### src/rtl/tdc_run_ctrl.sv
// rtl/tdc_run_ctrl.sv - run/stop/lap controller for a two-digit BCD time counter
// Two buttons drive a four-state FSM that gates the tick prescaler, the 00-99 count and a lap-freeze display.
module tdc_run_ctrl #(
  parameter int unsigned TICK_DIV = 50_000_000
) (
  input  logic       CLK,
  input  logic       RST,
  input  logic       btn_ss,
  input  logic       btn_lc,
  output logic [6:0] seg_1,
  output logic [6:0] seg_10,
  output logic       running,
  output logic       lap_hold
);

  localparam int unsigned   PW      = $clog2(TICK_DIV);
  localparam logic [PW-1:0] PRE_MAX = PW'(TICK_DIV - 1);

  typedef enum logic [1:0] {IDLE, RUN, STOP, LAP} state_t;

  state_t        state_q, state_d;
  logic [1:0]    ss_sync_q, lc_sync_q;
  logic          ss_prev_q, lc_prev_q;
  logic          p_ss, p_lc;
  logic [PW-1:0] pre_q, pre_d;
  logic [3:0]    ones_q, ones_d, tens_q, tens_d;
  logic [3:0]    lap_ones_q, lap_ones_d, lap_tens_q, lap_tens_d;
  logic [3:0]    disp_ones, disp_tens;
  logic [6:0]    seg1_q, seg1_d, seg10_q, seg10_d;
  logic          run_q, run_d, lap_q, lap_d;
  logic          live, tick, clear, lap_load;

  function automatic logic [6:0] seg7(input logic [3:0] d);
    case (d)
      4'd0:    seg7 = 7'b1000000;
      4'd1:    seg7 = 7'b1111001;
      4'd2:    seg7 = 7'b0100100;
      4'd3:    seg7 = 7'b0110000;
      4'd4:    seg7 = 7'b0011001;
      4'd5:    seg7 = 7'b0010010;
      4'd6:    seg7 = 7'b0000010;
      4'd7:    seg7 = 7'b1111000;
      4'd8:    seg7 = 7'b0000000;
      4'd9:    seg7 = 7'b0010000;
      default: seg7 = 7'b1111111;
    endcase
  endfunction

  always_ff @(posedge CLK or posedge RST) begin
    if (RST) begin
      ss_sync_q <= 2'b00;
      lc_sync_q <= 2'b00;
      ss_prev_q <= 1'b0;
      lc_prev_q <= 1'b0;
    end else begin
      ss_sync_q <= {ss_sync_q[0], btn_ss};
      lc_sync_q <= {lc_sync_q[0], btn_lc};
      ss_prev_q <= ss_sync_q[1];
      lc_prev_q <= lc_sync_q[1];
    end
  end

  assign p_ss = ss_sync_q[1] & ~ss_prev_q;
  assign p_lc = lc_sync_q[1] & ~lc_prev_q;

  always_ff @(posedge CLK or posedge RST) begin
    if (RST) state_q <= IDLE;
    else     state_q <= state_d;
  end

  // Start/stop outranks lap/clear when both pulse in the same cycle.
  always_comb begin
    state_d = state_q;
    case (state_q)
      IDLE: if (p_ss) state_d = RUN;
      RUN:  if (p_ss) state_d = STOP; else if (p_lc) state_d = LAP;
      LAP:  if (p_ss) state_d = STOP; else if (p_lc) state_d = RUN;
      STOP: if (p_ss) state_d = RUN;  else if (p_lc) state_d = IDLE;
      default: state_d = IDLE;
    endcase
  end

  always_comb begin
    live       = (state_q == RUN) || (state_q == LAP);
    tick       = live && (pre_q == PRE_MAX);
    clear      = (state_q == STOP) && (state_d == IDLE);
    lap_load   = (state_q == RUN) && (state_d == LAP);
    run_d      = (state_d == RUN) || (state_d == LAP);
    lap_d      = (state_d == LAP);
    pre_d      = pre_q;
    ones_d     = ones_q;
    tens_d     = tens_q;
    lap_ones_d = lap_ones_q;
    lap_tens_d = lap_tens_q;
    if (clear) begin
      pre_d  = '0;
      ones_d = 4'd0;
      tens_d = 4'd0;
    end else if (live) begin
      pre_d = tick ? '0 : pre_q + 1'b1;
      if (tick) begin
        if (ones_q == 4'd9) begin
          ones_d = 4'd0;
          tens_d = (tens_q == 4'd9) ? 4'd0 : tens_q + 4'd1;
        end else begin
          ones_d = ones_q + 4'd1;
        end
      end
    end
    // The lap register captures the pre-increment count if a tick coincides.
    if (lap_load) begin
      lap_ones_d = ones_q;
      lap_tens_d = tens_q;
    end
    disp_ones = (state_q == LAP) ? lap_ones_q : ones_q;
    disp_tens = (state_q == LAP) ? lap_tens_q : tens_q;
    seg1_d    = seg7(disp_ones);
    seg10_d   = seg7(disp_tens);
  end

  always_ff @(posedge CLK or posedge RST) begin
    if (RST) begin
      pre_q      <= '0;
      ones_q     <= 4'd0;
      tens_q     <= 4'd0;
      lap_ones_q <= 4'd0;
      lap_tens_q <= 4'd0;
      seg1_q     <= 7'b1000000;
      seg10_q    <= 7'b1000000;
      run_q      <= 1'b0;
      lap_q      <= 1'b0;
    end else begin
      pre_q      <= pre_d;
      ones_q     <= ones_d;
      tens_q     <= tens_d;
      lap_ones_q <= lap_ones_d;
      lap_tens_q <= lap_tens_d;
      seg1_q     <= seg1_d;
      seg10_q    <= seg10_d;
      run_q      <= run_d;
      lap_q      <= lap_d;
    end
  end

  assign seg_1    = seg1_q;
  assign seg_10   = seg10_q;
  assign running  = run_q;
  assign lap_hold = lap_q;

endmodule

### config.mk
export PLATFORM = sky130hd
export DESIGN_NAME = tdc_run_ctrl
export DESIGN_NICKNAME = d
export VERILOG_FILES = /design/src/rtl/tdc_run_ctrl.sv
export SDC_FILE = /design/constraint.sdc
export NUM_CORES = 1
export LEC_CHECK = 0
export BUFFER_PORTS_ARGS = -buffer_cell sky130_fd_sc_hd__buf_2
export CORE_MARGIN = 8
export CORE_UTILIZATION = 62
export CTS_BUF_LIST = sky130_fd_sc_hd__clkbuf_4 sky130_fd_sc_hd__clkbuf_8
export DETAILED_ROUTE_END_ITERATION = 10
export GPL_TIMING_DRIVEN = 0
export PLACE_DENSITY = 0.91
export SYNTH_ARGS = -nofsm -noshare
export SYNTH_HDL_FRONTEND = slang
export SYNTH_SLANG_ARGS = --single-unit
### constraint.sdc
create_clock -name CLK -period 4.47 [get_ports CLK]
set_input_delay 0.2235 -clock CLK [delete_from_list [all_inputs] [get_ports CLK]]
set_output_delay 0.2235 -clock CLK [all_outputs]
set_load 0.01 [all_outputs]
# [After elaboration in Yosys (flattened, before gate mapping)]
# Memories as Yosys holds them, arrays and structs flattened. A register that Yosys moved wholly into a read port is not among the register bits.
# Cells that the tools add are included.
[classes] addsub=3 mul=0 div=0 magnitude_cmp=0 n_eq_ne=8 n_shift=0 mux=22 n_bitwise=4 reduce_logical=12
[op_table] operator="26-bit 2-to-1 mux" count=3
[op_table] operator="4-bit 2-to-1 mux" count=11
[op_table] operator="26-bit by 1-bit adder with 26-bit output, second input constant" count=1
[op_table] operator="26-bit equality test, second input constant" count=1
[op_table] operator="2-bit 2-to-1 mux" count=7
[op_table] operator="4-bit by 1-bit adder with 4-bit output, second input constant" count=2
[op_table] operator="4-bit equality test, second input constant" count=2
[op_table] operator="2-bit one-hot mux with 4 select lines" count=1
[op_table] operator="2-bit equality test, second input constant" count=3
[op_table] operator="2-bit nonzero test" count=3
[op_table] operator="2-bit by 1-bit equality test with 1-bit output, second input constant" count=2
[op_table] operator="2-bit zero test" count=2
[op_table] operator="1-bit logical AND" count=3
[op_table] operator="3-bit AND reduction" count=1
[op_table] operator="1-bit bitwise AND" count=2
[op_table] operator="1-bit logical OR" count=2
[op_table] operator="1-bit inverter" count=2
[op_table] operator="2-bit AND reduction" count=1
[word_totals] ff_bits=52 latchBits=0 ramBits=0 romBits=224 out_inout_bits=16 n_memories=2
[memory_table] memory="(no name shown)" words=16 word_bits=7 rd=1 rd_clocked_by_memory_dff=1 write_ports=0 line="34" source="case (d)"
[memory_table] memory="(no name shown)" words=16 word_bits=7 rd=1 rd_clocked_by_memory_dff=1 write_ports=0 line="34"

# [Logic depth before layout (Yosys ltp)]
[logic_depth] word_depth=9 ltp_mapped=9

# [Worst setup path after synthesis]
# Ideal clock, no wire load.
[synth_timing] kind="reg-to-reg" start="register pre_q[9]" end="register tens_q[0]" setup_time_ps=76 arrival_ps=1940 required_ps=4394 slack_ps=2453 path_stages_with_launch=7 path_buffers=1 cell_sequence="dfrtp_1 nor4_1 nand3_1 or4_1 buf_2 or4_1 o21ai_1"
[synth_between] elab_chain_len=4
[synth_rtl] item="start, declared" line="25" source="logic [PW-1:0] pre_q, pre_d;"
[synth_rtl] item="start signal, assigned" line="133" source="pre_q <= pre_d;"
[synth_rtl] item="26-bit equality test" line="85" source="tick = live && (pre_q == PRE_MAX);"
[synth_rtl] item="1-bit logical AND" line="85"
[synth_rtl] item="2-bit nonzero test (no source line)"
[synth_rtl] item="3-bit AND reduction (no source line)"
[synth_rtl] item="end signal, assigned" line="135" source="tens_q <= tens_d;"
[synth_rtl] item="end, declared" line="26" source="logic [3:0] ones_q, ones_d, tens_q, tens_d;"
# No other way between the ends.
# A chain may end at the register's enable or synchronous reset.

# [Worst setup path after layout]
[layout_timing] start="register pre_q[0]" end="register tens_q[1]"
# The elaborated chain is that of the path after synthesis.

==> metrics.cfg <==
[global_routing]
grt_pass1_vias=2549
met3_usage_pct=5.06
grt_usage_pct=18.7
grt_overflow=0
grt_max_degree=37
grt_pass1_wl_um=11400
antenna_found_initial=0
grtUsageMet2_pct=31.0
grt.met1_usage_pct=21.1
gr-max-usage-layer=met2

[layout]
nets=390
drive_gt1_share_pct=13.8
fillCellCount=384
n_antenna_cell=0
areaGrowthSynthToFinish_pct=14.4

[logic_synthesis]
synthDistinctLibCells=43
synth_warnings=0
synth_ff_type=dfrtp_1
synth.avg_cell_area_um2=9.81
syn_nets=356
ys_seq_area_share_pct=49.3
async_reset_ff_share_pct=100
ys_ff_latch=65
synth_edf_count=0
synth_area_um2=3310
synth_cells=337

[die]
rows=26
core_area_um2=5140
die_x_um=89.0
dieHeight_um=89.0
die_area_um2=7920
ios=20
start_util_pct=64.3

[critical_path]
crit_start=pre_q[0]
regToRegSetupSlack_ns=2.20
crit_fanout=10
cpPeakStageDelay_ns=0.51
r2r_start=pre_q[0]
required_ns=4.69
arrival_ns=2.49
worstSetupEndpointType=flop
crit_chain=ha_1 -> nand3_1 -> or4_1 -> buf_2 -> clkbuf_1 -> o211ai_1 -> o21ai_0
critPathLaunchType=flop
crit_path_top_delay_cell=or4_1
crit_type=flop to flop

[sta]
rsz0062_at_grt=no
relSlewSlack_pct=24.9
tightest_slew_ns=1.12
min_period_ns=2.27
finalSetupViolCount=0
clock_skew_ns=0.00683
finalWorstSetupSlack_ns=2.20
hold_viol=0
tns_ns=0
fmax_mhz=441
slew_violations=0
min_period_over_period_pct=50.7

[worst_hold_path]
hold_path_class=flop to flop
hold_path_startpoint=lc_sync_q[0]

[placed_design]
gp_congestion=0.865
numPortBuffers=19
dp_slack_ns=2.22
hpwl_um=4680

[routing]
first_iter_violations=152
via_per_inst=5.95
drc_errors=0
postRouteAntennaNets=0
drt_first_pass_iters=4
vias=2653
wl_per_cell_um=15.1
wl_um=6740

[clock_network]
cts.clk_slew.worst_paths_ns=0.07
post-cts-setup-buffer-count=0
cts-resized-gates=0
ctsRootBufferMaster=clkbuf_8
cts_tree=yes
cts_sinks=65
postCtsHoldBufs=3
htreeDepth=3
clkLatencyLatePin_ns=0.35
numCtsBuffers=9
cts_buffer_depth=2

[power]
powerDensity_nw_per_um2=398
ir_drop_mv=0.312
cellLeakagePower_uw=0.00179

[run]
max_cap_viol_count=0

[status]
outcome=finished, final reports clean

==> state kept, by name (all words and copies together), names as in the netlist <==
name / count
pre_q: 26
seg_10: 7
seg_1: 7
lap_ones_q: 4
lap_tens_q: 4
ones_q: 4
tens_q: 4
lc_sync_q: 2
ss_sync_q: 2
lap_hold: 1
lc_prev_q: 1
running: 1
ss_prev_q: 1
state_q: 1
==> path summary, 6_finish.rpt <==
kind	endpoint	depth (start not counted)
worst min register to register	lc_sync_q[1]	0
min in group asynchronous	lap_tens_q[0]	3
worst max register to register	tens_q[1]	7
max in group asynchronous	seg_10[6]	4
worst max-delay path	tens_q[1]	7
worst min-delay path	lc_sync_q[1]	0
==> cell type report <==
type / count / area, um2 / share of cell area (%)
Clock inverter: 7 / 119 / 3.14
Clock buffer: 9 / 124 / 3.28
Buffer: 11 / 45.0 / 1.19
Tap cell: 70 / 87.6 / 2.32
Multi-Input combinational cell: 250 / 1590 / 42.1
Timing Repair Buffer: 23 / 145 / 3.84
Inverter: 11 / 41.3 / 1.09
Sequential cell: 65 / 1630 / 43.1
==> cells in the mapped netlist (4+ instances only) <==
| cell type | count | area share (%) |
|---|---|---|
| nand2b_1 | 4 | 0.76 |
| mux2i_1 | 9 | 2.7 |
| or3_1 | 5 | 0.95 |
| xnor2_1 | 15 | 4.0 |
| dfrtp_1 | 63 | 48 |
| nand3_1 | 20 | 3.0 |
| a21oi_1 | 24 | 3.6 |
| mux2_2 | 9 | 3.1 |
| ha_1 | 15 | 5.7 |
| inv_1 | 11 | 1.2 |
| nand4_1 | 7 | 1.3 |
| a31oi_1 | 4 | 0.76 |
| nand2_1 | 29 | 3.3 |
| o21ai_0 | 18 | 2.7 |
| clkbuf_1 | 7 | 0.79 |
| nor2_1 | 34 | 3.9 |
| nor4_1 | 6 | 1.1 |
| nor3_1 | 7 | 1.1 |
| or4_1 | 7 | 1.6 |
==> cell families (layout without fill, tap and decap cells) <==
family	count (synthesis)	count (layout)	share of synthesized area, %
simple gates	136	136	20.9
fa+ha+maj	15	15	5.68
buf+inv	22	61	2.61
xor+xnor	17	17	4.50
compound gates	64	64	11.2
mux	18	18	5.79
flops	65	65	49.3
==> worst max-delay path, delay by kind of cell (launching register included) <==
| family | cells | cell delay (ns) |
|---|---|---|
| AND/OR/NAND/NOR | 2 | 0.62 |
| flip-flops | 1 | 0.45 |
| buffers and inverters | 2 | 0.42 |
| AO/OA/AOI/OAI | 2 | 0.36 |
| adder cells (fa/ha/maj) | 1 | 0.29 |
==> cell usage in the layout (no fill, tap or decap), types with 9 or more instances in the layout <==
master / n
buf_2: 22
clkbuf_8: 9
ha_1: 15
inv_1: 10
mux2_2: 9
dfrtp_1: 63
a21oi_1: 24
mux2i_1: 9
nor2_1: 34
nand2_1: 29
nand3_1: 20
o21ai_0: 18
xnor2_1: 15
==> metal layers <==
| layer | routed length, um | part of all wire, % | vias up |
|---|---|---|---|
| met5 | 0 | 0 | - |
| met4 | 183 | 2.7 | 0 |
| met3 | 334 | 5.0 | 19 |
| met2 | 3350 | 50 | 72 |
| met1 | 2870 | 43 | 1285 |
| li1 | - | - | 1277 |
==> metrics by stage <==
| stage | hold slack [ns] | power (uW) | cell area, um2 | cells | utilization (%) |
|---|---|---|---|---|---|
| after floorplan | 0.255 | 834 | 3310 | 337 | - |
| after global placement | 0.332 | 888 | 3490 | 426 | 67.9 |
| after detailed placement | 0.334 | 901 | 3510 | 427 | 68.3 |
| after CTS | 0.355 | 1510 | 3780 | 446 | 73.6 |
| after global routing | 0.357 | 1570 | 3780 | 446 | 73.6 |
| final | 0.353 | 1500 | 3780 | 446 | 73.6 |
==> power breakdown <==
| part | internal (uW) | switching, uW |
|---|---|---|
| registers | 622 | 37.2 |
| clock network | 370 | 238 |
| logic | 79.3 | 157 |
(Power assumes the default switching activity.)
